**config.mk**
```make
export PLATFORM = sky130hd
export DESIGN_NAME = piso_stream_nbit
export DESIGN_NICKNAME = d
export VERILOG_FILES = /design/src/rtl/piso_stream_nbit.sv
export SDC_FILE = /design/constraint.sdc
export NUM_CORES = 1
export LEC_CHECK = 0
export ABC_AREA = 0
export CORE_MARGIN = 5
export CORE_UTILIZATION = 44
export CTS_BUF_LIST = sky130_fd_sc_hd__clkbuf_16
export CTS_CLUSTER_SIZE = 30
export DETAILED_ROUTE_END_ITERATION = 12
export PLACE_DENSITY = 0.76
export SLEW_MARGIN = 0
export SYNTH_ARGS = -nofsm -noshare
export SYNTH_HDL_FRONTEND = slang
export SYNTH_SLANG_ARGS = --single-unit
```
**constraint.sdc**
```tcl
create_clock -name clk -period 2.07 [get_ports clk]
set_clock_uncertainty 0.05 [all_clocks]
set_input_delay 0.621 -clock clk [delete_from_list [all_inputs] [get_ports clk]]
set_output_delay 0.621 -clock clk [all_outputs]
set_load 0.05 [all_outputs]
```
**src/rtl/piso_stream_nbit.sv**
```systemverilog
// -----------------------------------------------------------------------------
// piso_stream_nbit
//   Parallel-in / serial-out shifter with a valid/ready load port, a stall input
//   and first/last framing flags. A word is serialised over exactly N shifting
//   cycles, MSB-first or LSB-first. A new word can be accepted on the edge that
//   retires the last bit, so consecutive frames run with no idle cycle.
//
// Handshake: a word on d_in is taken on a rising edge where ld_valid_in and
//   ld_ready_out are both 1. ld_ready_out never looks at ld_valid_in; it is 1
//   in IDLE, or on the last bit of a frame when that bit is being shifted out.
//   A source that sees ready low must keep valid and data stable.
//
// Ports:
//   clk           rising-edge clock
//   reset_al_in   asynchronous active-low reset
//   ld_valid_in   d_in holds a word to load
//   ld_ready_out  a word can be taken this cycle (combinational)
//   d_in[N-1:0]   parallel word
//   shift_en_in   1 = advance one bit this cycle, 0 = hold
//   q_out         serial bit (0 when idle)
//   q_valid_out   q_out carries a frame bit
//   first_out     q_out is the first bit of the frame
//   last_out      q_out is the last bit of the frame
//   busy_out      frame in progress (same as q_valid_out)
//
// The FSM state is held in state_q (type state_t) for hierarchical observation.
// -----------------------------------------------------------------------------
module piso_stream_nbit #(
  parameter int N         = 8,
  parameter bit MSB_FIRST = 1'b1
) (
  input  logic         clk,
  input  logic         reset_al_in,
  input  logic         ld_valid_in,
  output logic         ld_ready_out,
  input  logic [N-1:0] d_in,
  input  logic         shift_en_in,
  output logic         q_out,
  output logic         q_valid_out,
  output logic         first_out,
  output logic         last_out,
  output logic         busy_out
);

  localparam int            CW       = $clog2(N);
  localparam logic [CW-1:0] LAST_IDX = CW'(N - 1);

  typedef enum logic {
    IDLE  = 1'b0,
    SHIFT = 1'b1
  } state_t;

  state_t         state_q, state_d;
  logic [CW-1:0]  cnt_q, cnt_d;
  logic [N-1:0]   sr_q, sr_d;

  logic           in_shift;
  logic           is_last;
  logic           head_bit;
  logic           load;

  assign in_shift = (state_q == SHIFT);
  assign is_last  = in_shift && (cnt_q == LAST_IDX);
  assign head_bit = MSB_FIRST ? sr_q[N-1] : sr_q[0];

  // Ready on the last bit only when that bit actually leaves this cycle;
  // a stalled last bit must stay on q_out, so no load is possible then.
  assign ld_ready_out = !in_shift || (is_last && shift_en_in);
  assign load         = ld_valid_in && ld_ready_out;

  // State register (shift register and counter travel with the state)
  always_ff @(posedge clk or negedge reset_al_in) begin
    if (!reset_al_in) begin
      state_q <= IDLE;
      cnt_q   <= '0;
      sr_q    <= '0;
    end else begin
      state_q <= state_d;
      cnt_q   <= cnt_d;
      sr_q    <= sr_d;
    end
  end

  // Next-state logic
  always_comb begin
    state_d = state_q;
    cnt_d   = cnt_q;
    sr_d    = sr_q;
    if (load) begin
      // Covers both a load from IDLE and the back-to-back load on the last bit.
      state_d = SHIFT;
      cnt_d   = '0;
      sr_d    = d_in;
    end else if (in_shift && shift_en_in) begin
      if (is_last) begin
        state_d = IDLE;
        cnt_d   = '0;
        sr_d    = '0;
      end else begin
        cnt_d = cnt_q + CW'(1);
        if (MSB_FIRST) begin
          sr_d = {sr_q[N-2:0], 1'b0};
        end else begin
          sr_d = {1'b0, sr_q[N-1:1]};
        end
      end
    end
  end

  // Output logic
  always_comb begin
    q_out       = 1'b0;
    q_valid_out = 1'b0;
    first_out   = 1'b0;
    last_out    = 1'b0;
    if (in_shift) begin
      q_out       = head_bit;
      q_valid_out = 1'b1;
      first_out   = (cnt_q == '0);
      last_out    = is_last;
    end
    busy_out = q_valid_out;
  end

endmodule
```
; ---- Word level (Yosys, flattened, before mapping)
; Index checks and enable logic that the tools add are counted.
[totals]
regBits = 12
in_bits = 12
[classes]
n_eq_ne = 1
reduce_logical = 10
muxes = 13
add_sub_neg = 1
[op_table]
columns = cell, count
row1 = $mux W8, 3
row2 = $mux W3, 3
row3 = $mux W1, 7
row4 = $logic_and A1 B1 Y1, 4
row5 = $reduce_bool A2 Y1, 2
row6 = $add A3 B1 Y3 const B, 1
row7 = $eq A3 B3 Y1 const B, 1
row8 = $logic_not A3 Y1, 1
row9 = $reduce_and A2 Y1, 1
row10 = $logic_not A1 Y1, 1
row11 = $logic_or A1 B1 Y1, 1

; ---- Logic depth before layout (Yosys ltp)
; Gate-level depths: netlist of run 1.
[depth]
depth_word = 7
depth_mapped = 6

; ---- Least setup slack after synthesis of run 1
; Ideal clock, no wire load.
[synth_path]
path_kind = register to output
start = register state_q (netlist: in_shift)
end = output port first_out
stages_incl_launch_ff = 3
arrival_time_ps = 1454
path_slack_ps = -55
cell_sequence = dfrtp_1 -> nand2_1 -> nor2_1
[synth_via]
elab_chain_len = 1
[synth_rtl]
columns = element, line
row1 = "start, declared", 53  ; state_t state_q, state_d;
row2 = "start signal, assigned", 78  ; state_q <= state_d;
row3 = $mux W1, 116  ; if (in_shift) begin
row4 = "end, declared", 40  ; output logic first_out,
; No other way between the ends.

; ---- Worst setup path in the final report of run 1
[layout_path]
start = register cnt_q[1]
end = output port last_out
[layout_via]
elab_chain_len = 3
[layout_rtl]
columns = element, line
row1 = "start, declared", 54  ; logic [CW-1:0] cnt_q, cnt_d;
row2 = "start signal, assigned", 79  ; cnt_q <= cnt_d;
row3 = $eq A3 B3 Y1, 63  ; assign is_last = in_shift && (cnt_q == LAST_IDX);
row4 = $logic_and A1 B1 Y1, 63
row5 = $mux W1, 116
row6 = "end, declared", 41  ; output logic last_out,
; No other way between the ends.

==> results of run 1 <==
[worst reg2reg max path, delay by kind of cell, from the launching register on]
family | cells | cell delay [ns]
buffers and inverters | 1 | 0.13
flip-flops | 1 | 0.37
AO/OA/AOI/OAI | 2 | 0.31
adder cells (fa/ha/maj) | 2 | 0.35
AND/OR/NAND/NOR | 1 | 0.45
[cell families after synthesis]
| family | Yosys count |
|---|---|
| adders and majority gates | 3 |
| and+or+nand+nor | 15 |
| DFF | 12 |
| muxes | 2 |
| buffers and inverters | 6 |
| AOI/OAI and AO/OA | 11 |
[state kept, by name, indices dropped and copies added, names as in the netlist]
name      count
cnt_q         3
sr_q          8
in_shift      1
[cells in the mapped netlist]
| cell | number | area share [%] |
|---|---|---|
| sky130_fd_sc_hd__and2_2 | 2 | 2.5 |
| sky130_fd_sc_hd__nor2_1 | 1 | 0.63 |
| sky130_fd_sc_hd__a22o_2 | 1 | 1.7 |
| sky130_fd_sc_hd__and2_1 | 7 | 7.4 |
| sky130_fd_sc_hd__dfrtp_1 | 12 | 51 |
| sky130_fd_sc_hd__a221o_1 | 7 | 12 |
| sky130_fd_sc_hd__ha_1 | 3 | 6.3 |
| sky130_fd_sc_hd__nor2_2 | 1 | 1.1 |
| sky130_fd_sc_hd__or2_2 | 1 | 1.1 |
| sky130_fd_sc_hd__buf_6 | 1 | 1.9 |
| sky130_fd_sc_hd__buf_4 | 1 | 1.3 |
| sky130_fd_sc_hd__nor2b_1 | 1 | 1.1 |
| sky130_fd_sc_hd__buf_2 | 1 | 0.84 |
| sky130_fd_sc_hd__mux2_2 | 1 | 1.9 |
| sky130_fd_sc_hd__a21boi_2 | 1 | 1.9 |
| sky130_fd_sc_hd__inv_1 | 3 | 1.9 |
| sky130_fd_sc_hd__mux2i_1 | 1 | 1.7 |
| sky130_fd_sc_hd__nand2_1 | 2 | 1.3 |
| sky130_fd_sc_hd__a22o_1 | 2 | 3.0 |
[metrics by stage]
stage               setup WS, ns  hold WS [ns]
floorplan                  0.139         0.275
global placement         -0.0505         0.428
detailed placement       -0.0938         0.431
CTS                      0.00108         0.443
global route             0.00493         0.457
finish                    0.0402         0.442
[worst max path at each step]
stage                     slack (ns)  depth (start not counted)           end
final                           0.04                          4      last_out
after global placement         -0.05                          4  ld_ready_out
after global routing           0.005                          5  ld_ready_out
after detailed placement       -0.09                          5       sr_q[3]
after CTS                      0.001                          5  ld_ready_out
after floorplan                 0.14                          2     first_out
[cell type report]
cell class | instances | area, sq um | share of cell area, %
Clock buffer | 3 | 75.1 | 8.16
Clock inverter | 1 | 3.75 | 0.408
Inverter | 3 | 11.3 | 1.22
Multi-Input combinational cell | 31 | 274 | 29.8
Sequential cell | 12 | 300 | 32.7
Tap cell | 15 | 18.8 | 2.04
Timing Repair Buffer | 23 | 236 | 25.7
[cells in the final DEF, fill, tap and decap left out]
cell type,n
sky130_fd_sc_hd__inv_1,2
sky130_fd_sc_hd__ha_4,1
sky130_fd_sc_hd__nor2_2,2
sky130_fd_sc_hd__nor2b_1,1
sky130_fd_sc_hd__clkinv_1,1
sky130_fd_sc_hd__and2_2,2
sky130_fd_sc_hd__buf_12,3
sky130_fd_sc_hd__a21boi_2,1
sky130_fd_sc_hd__dfrtp_1,12
sky130_fd_sc_hd__or2_2,1
sky130_fd_sc_hd__a221o_1,7
sky130_fd_sc_hd__a22o_2,1
sky130_fd_sc_hd__buf_4,9
sky130_fd_sc_hd__a22o_1,2
sky130_fd_sc_hd__clkdlybuf4s50_1,10
sky130_fd_sc_hd__mux2_2,1
sky130_fd_sc_hd__nand2_1,2
sky130_fd_sc_hd__and2_1,7
sky130_fd_sc_hd__dlygate4sd2_1,1
sky130_fd_sc_hd__ha_2,1
sky130_fd_sc_hd__inv_2,1
sky130_fd_sc_hd__ha_1,1
sky130_fd_sc_hd__clkbuf_16,3
sky130_fd_sc_hd__mux2i_1,1
[layer usage]
layer | share of wire [%] | track usage [%] | vias up
li1 | - | - | 222
met1 | 44 | 17.3 | 228
met2 | 46 | 19.5 | 20
met3 | 9.9 | 3.91 | 0
met4 | 0 | 4.97 | 0
met5 | 0 | 0 | -
[power by group through the flow]
stage,registers (uW),clock network [uW],logic (uW)
floorplan,353,0,264
CTS,357,354,456
global placement,360,0,430
detailed placement,360,0,442
finish,363,353,479
global route,370,366,507
[timing repair]
action	in CTS	in global routing
endpoints found under the setup margin	2	2
gates resized for setup	2	3
hold buffers	0	0
pin swaps	1	1
gates cloned	0	0
buffers inserted	1	1
==> implementation parameters, run 1 <==
Parameter                              Value

Run status
  Outcome    finished, final reports clean

Global routing
  Number of antenna violations at the first check in global routing    0
  Largest net degree at the start of global routing    13
  Total track usage    12.9%
  Gr ovfl total    0
  Number of global-route vias before repair    449
  Wire length of the first global-routing pass    1960 microns

Worst setup path
  Type of destination of the critical path    output port
  Register-to-register setup slack    0.34 ns
  Crit path max-delay cell type    sky130_fd_sc_hd__dfrtp_1
  Beginning of the worst register-to-register path    cnt_q[1]
  Critical Path Start Type    flop
  Critical path peak fanout    3
  Endpoint arrival time on the critical path    1.36 ns
  Crit path required time    1.40 ns
  Reg-to-reg endpoint    sr_q[3]
  Origin of the worst setup path    cnt_q[1]
  Cell-by-cell trace of the critical path    ha_2 > ha_4 > and2_2 > buf_4
  Start-to-end type of the worst setup path    reg2out
  Worst reg2reg path depth    6
  Family of cells with the greatest summed delay on the critical path    flip-flops
  Maximum cell stage delay along the critical path    0.39 ns
  Number of buffers and inverters on the critical path    1

Logic synthesis
  Post-synth net total    64
  Main combinational cell family by area after synthesis    compound AO/OA/AOI/OAI gates
  Area fraction in compound gates after synthesis    18.4%
  Post-synthesis instance total    49
  Synthesized area divided by synthesized cell count    12.1 sq um
  Warnings, synthesis    0
  Arithmetic-cell share of the synthesized area counting full adders, half adders and majority gates    6.34%
  Sequential element share of the synthesized area    50.7%
  Basic-gate share of the synthesized area counting and, or, nand and nor cells    15.0%
  Synthesized-area fraction occupied by xor and xnor cells    0%
  Number of distinct library cells after synthesis    19
  Post-synthesis register bit count    12
  Cell area after synthesis    592 sq um
  Multiplexer area fraction after synthesis    3.59%

Finish
  Layout area overhead    55.4%
  Net count reported at finish    89
  Final cell count without fillers    88
  Diodes inserted    0
  Share of the core filled with cells in the final layout    71.6%
  Fraction of final layout cells with drive strength greater than 1    35.6%
  Filler instances    88
  Final std cell area, no fill    920 sq um

Power and ir drop
  Fraction of power consumed by combinational cells    40.1%
  Clock share of power    29.5%
  Total power divided by cell area    1300 nW/um^2
  Fraction of power consumed by sequential logic    30.4%
  Total chip power    1200 uW
  Leakage power    0.000440 uW
  Internal power of the cells    818 uW
  Max VDD drop    0.689 mV
  Net switching fraction of the power    31.5%
  Sw Pwr    377 uW

Timing
  RSZ-0062 raised after global routing    false
  Final-layout setup total negative slack    0 ns
  Achievable frequency    0.493 GHz
  Ratio of final minimum period to clock period    98.1%
  Final Slew Violations    0
  Total count of hold-check failures in the final report    0
  Final min period    2.03 ns
  Final setup violation count    0
  Slew at the pin closest to its max-slew limit    0.564 ns
  Relative slew slack    62.3%

Place
  Half-perimeter wire length after detailed placement    885 microns
  Cell area after placement    812 sq um
  Placed cell count    82
  PortBufs    17
  RePlAce Congestion    0.767

Die
  Width of the die    46.7 microns
  Floorplan die height    46.7 microns
  Die Outline Area    2180 sq um
  Floorplan row count    13
  Placeable core region    1280 sq um
  Initial cell density of the core    46.1%
  Number of placed I/O pins    18

Clock network
  Largest buffer count on any clock path    2
  Clock tree from TritonCTS    done
  TritonCTS Buffers    3
  Number of clock sinks seen by CTS    12
  Clk slew on worst S/H paths    0.04 ns
  Clock latency at the later pin of the worst-skew pair    0.24 ns
  H-tree levels    1
  CTS root buf    sky130_fd_sc_hd__clkbuf_16

Hold path
  Worst Hold Path Cells    1
  Classification of the worst-slack hold path    reg2reg
  Hold_sp    sr_q[4]
  Worst min-delay path endpoint    sr_q[5]

Detailed routing
  Number of vias after detailed routing    470
  Detailed-route vias per instance    5.34
  Drt pass-1 iters    4
  Residual DRC    0
  Post-route antenna net violation count    0
  Wire length per cell after detailed routing    14.8 microns
  Initial drt markers    9
  Final wirelength    1300 microns

Run
  Reported max-cap violation count    0
Power figures use the tool's default switching activity.
==> run 2, diff against run 1 <==
--- a/config.mk
+++ b/config.mk
@@ -6,7 +6,6 @@
 export NUM_CORES = 1
 export LEC_CHECK = 0
 export ABC_AREA = 0
-export CORE_MARGIN = 5
 export CORE_UTILIZATION = 44
 export CTS_BUF_LIST = sky130_fd_sc_hd__clkbuf_16
 export CTS_CLUSTER_SIZE = 30
==> run 2 against run 1 <==
Compared with the run above:
- die area is 31% lower
- non-clock buffer count is 1 higher
- critical path depth is 1 higher
- flip-flop and latch count stayed put
- critical endpoint is now ld_ready_out
- largest cell class unchanged
==> implementation parameters, run 2 (same netlist as run 1, synthesis figures left out) <==
Parameter                              Value

Run status
  Outcome    finished, final reports clean

Clock network
  CTS root buf    sky130_fd_sc_hd__clkbuf_16
  Clk slew on worst S/H paths    0.04 ns (about the same)
  Number of clock sinks seen by CTS    12 (unchanged)
  Largest buffer count on any clock path    2 (unchanged)
  TritonCTS Buffers    3 (unchanged)
  Clock tree from TritonCTS    done
  Post-CTS Hold Fix Bufs    0 (unchanged)
  Clock latency at the later pin of the worst-skew pair    0.24 ns (about the same)
  H-tree levels    1 (unchanged)

Die
  Placeable core region    1170 sq um (-8.9%)
  Floorplan row count    12 (-1)
  Width of the die    38.7 microns (-17%)
  Floorplan die height    38.7 microns (-17%)
  Die Outline Area    1500 sq um (-31%)
  Initial cell density of the core    50.5% (+4.5 points)
  Number of placed I/O pins    18 (unchanged)

Timing
  Min setup slack post-route    0.0302 ns (-0.0100 ns)
  Final hold slack    0.456 ns (+0.0138 ns)
  Final-layout setup total negative slack    0 ns (unchanged)
  Achievable frequency    0.490 GHz (-0.49%)
  Slew at the pin closest to its max-slew limit    0.554 ns (-0.0107 ns)
  Ratio of final minimum period to clock period    98.5% (+0.48 points)
  Final setup violation count    0 (unchanged)
  Final Slew Violations    0 (unchanged)
  Total count of hold-check failures in the final report    0 (unchanged)
  Relative slew slack    63.0% (+0.68 points)
  Final min period    2.04 ns (+0.0100 ns)

Hold path
  Worst Hold Path Cells    1 (unchanged)
  Classification of the worst-slack hold path    reg2reg

Worst setup path
  Maximum cell stage delay along the critical path    0.37 ns (-0.02 ns)
  Worst reg2reg path depth    8 (+2)
  Beginning of the worst register-to-register path    cnt_q[0]
  Origin of the worst setup path    cnt_q[1]
  Critical Path Start Type    flop
  Register-to-register setup slack    0.12 ns (-0.22 ns)
  Type of destination of the critical path    output port
  Cell-by-cell trace of the critical path    ha_2 > ha_4 > a21boi_2 > inv_2 > buf_12
  Crit path max-delay cell type    sky130_fd_sc_hd__dfrtp_1
  Start-to-end type of the worst setup path    reg2out
  Worst Setup EP    ld_ready_out
  Crit path required time    1.40 ns (about the same)
  Reg-to-reg endpoint    sr_q[4]
  Critical path peak fanout    3 (unchanged)
  Endpoint arrival time on the critical path    1.37 ns (about the same)

Power and ir drop
  Max VDD drop    1.01 mV (+46%)
  Total power divided by cell area    1310 nW/um^2 (+0.48%)
  Total chip power    1200 uW (+0.75%)
  Leakage power    0.000443 uW (+0.47%)

Place
  PortBufs    17 (unchanged)
  RePlAce Congestion    0.614 (-20%)
  Pre-CTS WS    -0.0720 ns (+0.0217 ns)
  Placed cell count    80 (-2.4%)
  Half-perimeter wire length after detailed placement    898 microns (+1.5%)

Detailed routing
  Wire length per cell after detailed routing    15.6 microns (+5.6%)
  Drt pass-1 iters    4 (unchanged)
  Residual DRC    0 (unchanged)
  Initial drt markers    21 (+12)
  Post-route antenna net violation count    0 (unchanged)
  Number of vias after detailed routing    466 (-0.85%)
  Detailed-route vias per instance    5.36 (+0.29%)
  Final wirelength    1360 microns (+4.4%)

Finish
  Commonest cells after routing, fill and taps aside    12 x sky130_fd_sc_hd__dfrtp_1, 10 x sky130_fd_sc_hd__clkdlybuf4s50_1, 10 x sky130_fd_sc_hd__buf_4, 7 x sky130_fd_sc_hd__and2_1, 7 x sky130_fd_sc_hd__a221o_1
  Fraction of final layout cells with drive strength greater than 1    37.0% (+1.4 points)
  Net count reported at finish    90 (+1.1%)
  Diodes inserted    0 (unchanged)
  Storage cell area    300 sq um (unchanged)
  Layout area overhead    55.8%
  Register with the most flip-flops    sr_q
  Combined area of the multi-input logic cells    274 sq um (unchanged)
  Most common cell after layout, fill and taps aside    sky130_fd_sc_hd__dfrtp_1
  Filler instances    72 (-18%)
  Final cell count without fillers    87 (-1.1%)
  Flip-flop count of the largest register, all copies and words added    8 (unchanged)

Global routing
  Routing usage on met1    30.4% (+13 points)
  Met2 Resource Use GR    34.6% (+15 points)
  GRT Max-Usage Layer    met2
  Number of antenna violations at the first check in global routing    0 (unchanged)
  Met3 usage in global routing    8.67% (+4.8 points)
  Wire length of the first global-routing pass    2220 microns (+13%)
  Gr ovfl total    0 (unchanged)
  Total track usage    23.1% (+10 points)
  Number of global-route vias before repair    461 (+2.7%)
  Largest net degree at the start of global routing    13 (unchanged)

Run
  Reported max-cap violation count    0 (unchanged)
[run 2: changes by cell type in the layout (fill, tap and decap cells not counted)]
cell and change:
sky130_fd_sc_hd__clkinv_1 -1, sky130_fd_sc_hd__buf_4 +1
[run 2: timing repair]
| action | CTS | global route |
|---|---|---|
| setup buffers | 3 | 1 |
| resized for setup | 3 | 2 |
| setup endpoints to repair | 2 | 3 |
| pin swaps | 1 | 2 |
[run 2: area by class of cell]
type,instances,area share (%)
Sequential cell,12,32.6
Multi-Input combinational cell,31,29.7
Timing Repair Buffer,24,26.5
Clock buffer,3,8.14
Tap cell,14,1.90
Inverter,3,1.22
[run 2: routing by layer]
metal / share of wire (%) / wire length (microns) / up-vias
met5: 0 / 0 / -
met4: 0.88 / 12 / 0
met3: 4.6 / 63 / 2
met2: 49 / 666 / 14
met1: 45 / 618 / 224
li1: - / - / 226
[run 2: how the worst min path moves through the flow]
| stage | from | endpoint | slack [ns] |
|---|---|---|---|
| floorplan | reset_al_in | cnt_q[0] | 0.28 |
| global placement | sr_q[2] | sr_q[3] | 0.43 |
| detailed placement | sr_q[0] | sr_q[0] | 0.44 |
| CTS | sr_q[0] | sr_q[0] | 0.46 |
| global route | sr_q[5] | sr_q[6] | 0.48 |
| finish | sr_q[0] | sr_q[0] | 0.46 |
[run 2: worst max-delay path, delay by kind of cell, from the launching register on]
| kind | cells | cell delay (ns) |
|---|---|---|
| flip-flops | 1 | 0.37 |
| adder cells (fa/ha/maj) | 2 | 0.37 |
| buffers and inverters | 2 | 0.20 |
| AO/OA/AOI/OAI | 1 | 0.18 |
[run 2: power breakdown]
group	internal [uW]	total, uW	switching [uW]
Combinational	258	486	228
Sequential	311	365	54.9
Clock	252	352	101
Total	820	1200	384
[run 2: per-stage QoR]
stage	util (%)	area [sq um]
finish	78.7	922
CTS	77.0	902
floorplan	-	594
detailed placement	68.6	803
global route	78.7	922
global placement	68.6	803
